===== src/rtl/go_arbiter.sv =====
// go_arbiter: round-robin arbiter that hands a single go-driven activity
// unit to one of N_REQ requesters for a bounded run of cycles.
//
// Handshake: req[i] is a level-sensitive request that requester i holds for
// as long as it wants the unit. grant[i] is the acknowledge: once it is seen
// high, the unit runs for max(len,1) cycles while req[i] stays high. Dropping
// req[i] releases the unit early. done[i] pulses for one cycle only when the
// full run length was served. Every run is followed by one COOL cycle and at
// least one IDLE cycle before the next grant.
module go_arbiter #(
    parameter int N_REQ = 4,
    parameter int CNT_W = 8
) (
    input  logic             clk,
    input  logic             rst_n,
    input  logic [N_REQ-1:0] req,
    input  logic [CNT_W-1:0] len,
    output logic [N_REQ-1:0] grant,
    output logic             go,
    output logic             state,
    output logic [N_REQ-1:0] done,
    output logic             busy,
    output logic [1:0]       o_dbg_state
);

    localparam int IDX_W = (N_REQ > 1) ? $clog2(N_REQ) : 1;

    typedef enum logic [1:0] {
        IDLE   = 2'd0,
        ACTIVE = 2'd1,
        COOL   = 2'd2
    } state_t;

    state_t           r_state;
    state_t           w_state_nxt;
    logic [IDX_W-1:0] r_owner;
    logic [IDX_W-1:0] w_owner_nxt;
    logic [IDX_W-1:0] r_ptr;
    logic [IDX_W-1:0] w_ptr_nxt;
    logic [CNT_W-1:0] r_cnt;
    logic [CNT_W-1:0] w_cnt_nxt;
    logic [N_REQ-1:0] r_grant;
    logic [N_REQ-1:0] w_grant_nxt;
    logic [N_REQ-1:0] r_done;
    logic [N_REQ-1:0] w_done_nxt;
    logic             r_go;
    logic             w_go_nxt;
    logic             r_busy;
    logic             w_busy_nxt;
    logic             w_found;
    logic [IDX_W-1:0] w_winner;
    logic [IDX_W-1:0] w_idx;
    logic [IDX_W-1:0] w_ptr_after;

    // Round-robin search: first set request at or above r_ptr, wrapping.
    always_comb begin
        w_found  = 1'b0;
        w_winner = r_ptr;
        w_idx    = r_ptr;
        for (int k = 0; k < N_REQ; k++) begin
            w_idx = IDX_W'((int'(r_ptr) + k) % N_REQ);
            if (!w_found && req[w_idx]) begin
                w_found  = 1'b1;
                w_winner = w_idx;
            end
        end
    end

    // Pointer value the next arbitration starts from once the owner leaves.
    always_comb begin
        if (r_owner == IDX_W'(N_REQ - 1)) begin
            w_ptr_after = '0;
        end else begin
            w_ptr_after = r_owner + 1'b1;
        end
    end

    // Next-state and next-output logic; every output is registered below.
    always_comb begin
        w_state_nxt = r_state;
        w_owner_nxt = r_owner;
        w_ptr_nxt   = r_ptr;
        w_cnt_nxt   = r_cnt;
        w_grant_nxt = r_grant;
        w_done_nxt  = '0;
        w_go_nxt    = r_go;
        w_busy_nxt  = r_busy;
        case (r_state)
            IDLE: begin
                w_grant_nxt = '0;
                w_go_nxt    = 1'b0;
                w_busy_nxt  = 1'b0;
                if (w_found) begin
                    w_state_nxt = ACTIVE;
                    w_owner_nxt = w_winner;
                    // A zero length still gives the owner one go cycle.
                    w_cnt_nxt   = (len == '0) ? CNT_W'(1) : len;
                    w_grant_nxt = N_REQ'(1) << w_winner;
                    w_go_nxt    = 1'b1;
                    w_busy_nxt  = 1'b1;
                end
            end
            ACTIVE: begin
                if (!req[r_owner] || (r_cnt <= CNT_W'(1))) begin
                    // Early release wins over completion on the same edge.
                    w_state_nxt = COOL;
                    w_ptr_nxt   = w_ptr_after;
                    w_cnt_nxt   = '0;
                    w_grant_nxt = '0;
                    w_go_nxt    = 1'b0;
                    w_busy_nxt  = 1'b1;
                    if (req[r_owner]) begin
                        w_done_nxt = N_REQ'(1) << r_owner;
                    end
                end else begin
                    w_cnt_nxt = r_cnt - CNT_W'(1);
                end
            end
            COOL: begin
                w_state_nxt = IDLE;
                w_grant_nxt = '0;
                w_go_nxt    = 1'b0;
                w_busy_nxt  = 1'b0;
            end
            default: begin
                w_state_nxt = IDLE;
                w_grant_nxt = '0;
                w_go_nxt    = 1'b0;
                w_busy_nxt  = 1'b0;
            end
        endcase
    end

    // State and output registers with synchronous active-low reset.
    always_ff @(posedge clk) begin
        if (!rst_n) begin
            r_state <= IDLE;
            r_owner <= '0;
            r_ptr   <= '0;
            r_cnt   <= '0;
            r_grant <= '0;
            r_done  <= '0;
            r_go    <= 1'b0;
            r_busy  <= 1'b0;
        end else begin
            r_state <= w_state_nxt;
            r_owner <= w_owner_nxt;
            r_ptr   <= w_ptr_nxt;
            r_cnt   <= w_cnt_nxt;
            r_grant <= w_grant_nxt;
            r_done  <= w_done_nxt;
            r_go    <= w_go_nxt;
            r_busy  <= w_busy_nxt;
        end
    end

    assign grant       = r_grant;
    assign go          = r_go;
    assign state       = r_go;
    assign done        = r_done;
    assign busy        = r_busy;
    assign o_dbg_state = r_state;

endmodule


===== config.mk =====
export PLATFORM = sky130hd
export DESIGN_NAME = go_arbiter
export DESIGN_NICKNAME = d
export VERILOG_FILES = /design/src/rtl/go_arbiter.sv
export SDC_FILE = /design/constraint.sdc
export NUM_CORES = 1
export LEC_CHECK = 0
export CORE_UTILIZATION = 45
export CTS_CLUSTER_SIZE = 8
export DETAILED_ROUTE_END_ITERATION = 10
export PLACE_DENSITY = 0.84
export SLEW_MARGIN = 20
export SYNTH_ARGS = -nofsm -noshare
export SYNTH_HDL_FRONTEND = slang
export SYNTH_SLANG_ARGS = --single-unit

===== constraint.sdc =====
create_clock -name clk -period 1.8 [get_ports clk]
set_input_delay 0.27 -clock clk [delete_from_list [all_inputs] [get_ports clk]]
set_output_delay 0.27 -clock clk [all_outputs]
set_load 0.05 [all_outputs]

==> summary.txt <==
Timing
  – Slew Viols, Final: 0
  – Final setup viols: 0
  – Post-layout minimum cycle time: 1.761 ns
  – Max Fclk: 568.0 MHz
  – Worst-Margin Slew: 0.5489 ns
  – Crit share post-route: 97.81%
  – Hold Fails Final Rpt: 0
  – Max-slew headroom: 62.93%
  – Final Skew: 0.005525 ns
  – Setup TNS: 0 ns

Layout
  – Final instance area: 1722 sq um
  – Final core utilization: 67.06%
  – Layout cells sized above 1: 17.00%
  – Finished Layout Cells: 230
  – Antenna cells: 0
  – Nets: 218
  – Layout area overhead: 34.90%

Power
  – Pwr dens: 952.5 nW/um^2
  – VDD IR max: 0.7219 mV
  – Lkg Pwr: 0.0007253 uW

Placement
  – Routability cong.: 0.8956
  – PortBufs: 26
  – DPL Wire Length: 2.632 mm
  – Placed Area: 1648 sq um
  – Cells after DPL: 224

Route
  – Post-DRT Antenna Nets: 0
  – Vias per Instance: 5.691
  – Routed len/inst: 15.17 um
  – Vias: 1309
  – DRT Pass-1 Iters: 4
  – Iter 0 DRT Violations: 53
  – Detailed-route DRC error count: 0
  – Total Wirelength: 3.490 mm

Synth
  – Most frequent cell after synthesis: dfxtp_1
  – Post-synth top area cell: dfxtp_1
  – Async SR Flop Fraction: 0%
  – YS warnings: 0
  – Top post-synthesis cells by count: dfxtp_1 (24), nor2_1 (20), a21oi_1 (16), o21ai_0 (15), nand2_1 (13)
  – Number of synthesized flops with an enable pin: 0
  – Top cell type's share of synthesized area: 37.65%
  – Top FF cell, synth: dfxtp_1
  – Mapped Area: 1276 sq um
  – Cells after Synth: 160
  – Synth cell types: 39
  – Syn avg cell area: 7.976 sq um
  – Yosys reg bits: 24
  – Mapped Nets: 177
  – Register area share after synthesis: 37.65%
  – Synth top area cells: dfxtp_1 (38%), a21oi_1 (6.3%), nor2_1 (5.9%)

Die
  – Starting density of the core: 49.71%
  – Die Area: 3053 sq um
  – Die W: 55.26 um
  – Core Box Area: 2567 sq um
  – Ports: 27
  – Num rows: 18
  – Die height: 55.26 um

Global route
  – Largest net degree at the start of global routing: 14
  – Global-route wire length before repair: 5.575 mm
  – Antenna violations before repair: 0
  – Number of global-route vias before repair: 1213
  – Grt ovf: 0
  – Tot GR Track Use: 22.79%

CTS
  – TritonCTS clock tree: yes
  – Clock Root Buffer: clkbuf_4
  – Cts bufs inserted: 3
  – Clock latency on the worst-skew pair: 0.32 ns
  – CTS sink count: 24
  – Max Root-Sink Buffers: 2
  – CTS H-tree lvls: 1
  – Clock transition at path regs: 0.13 ns
  – Hold-fix buffers at CTS: 0

Critical path
  – CP top delay family: buffers and inverters
  – Crit path DAT: 1.49 ns
  – Worst Setup Start Kind: flop
  – CP Data Required Time: 1.53 ns
  – CP Cell Sequence: clkdlybuf4s50_1
  – Worst path slowest cell: clkdlybuf4s50_1
  – Crit path kind: reg2out
  – Worst setup EP type: output port
  – Crit Path Max Fanout: 2
  – Max incr delay on CP: 0.81 ns
  – Worst Path Buf+Inv: 1

Run
  – Max Cap Viol: 0

Run status
  – Status: completed

Hold path
  – Worst Hold Class: reg2reg
==> timing repair <==
action | 4_1_cts | 5_1_grt
endpoints found under the setup margin | 0 | 11
buffers inserted | 0 | 1
gates resized for setup | 0 | 6
==> metrics by stage <==
stage	power (uW)	setup WS [ns]	hold slack [ns]
2_1_floorplan	1095	0.06808	0.4440
3_3_place_gp	1296	-0.1709	0.4509
3_5_place_dp	1320	-0.2024	0.4502
4_1_cts	1603	0.005277	0.4680
5_1_grt	1720	-0.02185	0.4997
6_report	1640	0.03941	0.4645
==> registers in the layout (all words and copies together) (netlist names) <==
signal and count:
go 1, r_ptr 2, done 4, grant 4, busy 1, r_cnt 8
o_dbg_state 2, r_owner 2
==> kinds of logic after synthesis <==
kind of cell,Yosys count,synth area share [%]
mux,1,1.765
fa+ha+maj,3,2.941
simple gates,68,26.67
compound gates,48,25.40
buf+inv,16,5.588
flops,24,37.65
==> routing by layer <==
layer	global-route usage, %	vias to the layer above	wire (um)
li1	-	657	-
met1	29.72	607	1501
met2	37.87	40	1741
met3	5.621	5	216
met4	5.357	0	31
met5	0	-	0
==> final cells by class <==
cell class                      instances  area [sq um]
Clock buffer                            4         36.28
Fill cell                             221         845.8
Inverter                                8         30.03
Multi-Input combinational cell        121         740.7
Sequential cell                        24         480.5
Tap cell                               30         37.54
Timing Repair Buffer                   43         396.6
==> path summary, 6_finish.rpt <==
check / startpoint / endpoint / cells after the start / slack (ns)
max: grant[3]$_SDFFE_PN0P_ / grant[3] / 1 / 0.04
min: grant[2]$_SDFFE_PN0P_ / grant[2]$_SDFFE_PN0P_ / 2 / 0.46
max reg2reg: r_cnt[2]$_SDFFE_PN0P_ / r_cnt[4]$_SDFFE_PN0P_ / 6 / 0.05
min reg2reg: grant[2]$_SDFFE_PN0P_ / grant[2]$_SDFFE_PN0P_ / 2 / 0.46
==> report_power, final <==
group	leakage [uW]	internal [uW]	total [uW]	switching, uW
logic	0.000507	292	700	409
registers	0.000197	590	650	60.4
clock network	0.0000210	124	289	165
==> cell usage in the layout (no fill, tap or decap), types with 2 or more instances in the layout <==
master,synthesis,routed
a21oi_1,16,16
a32oi_1,3,3
buf_4,1,18
clkbuf_4,0,3
clkdlybuf4s50_1,0,20
dfxtp_1,24,24
dlymetal6s2s_1,0,4
ha_1,3,3
inv_1,8,8
nand2_1,13,13
nand3_1,8,8
nand3b_1,2,2
nor2_1,20,20
nor2b_1,4,4
nor3_1,10,10
nor4_1,3,3
o21ai_0,15,15
or2_2,2,2
Note: power is estimated with default switching activity, not from simulation.
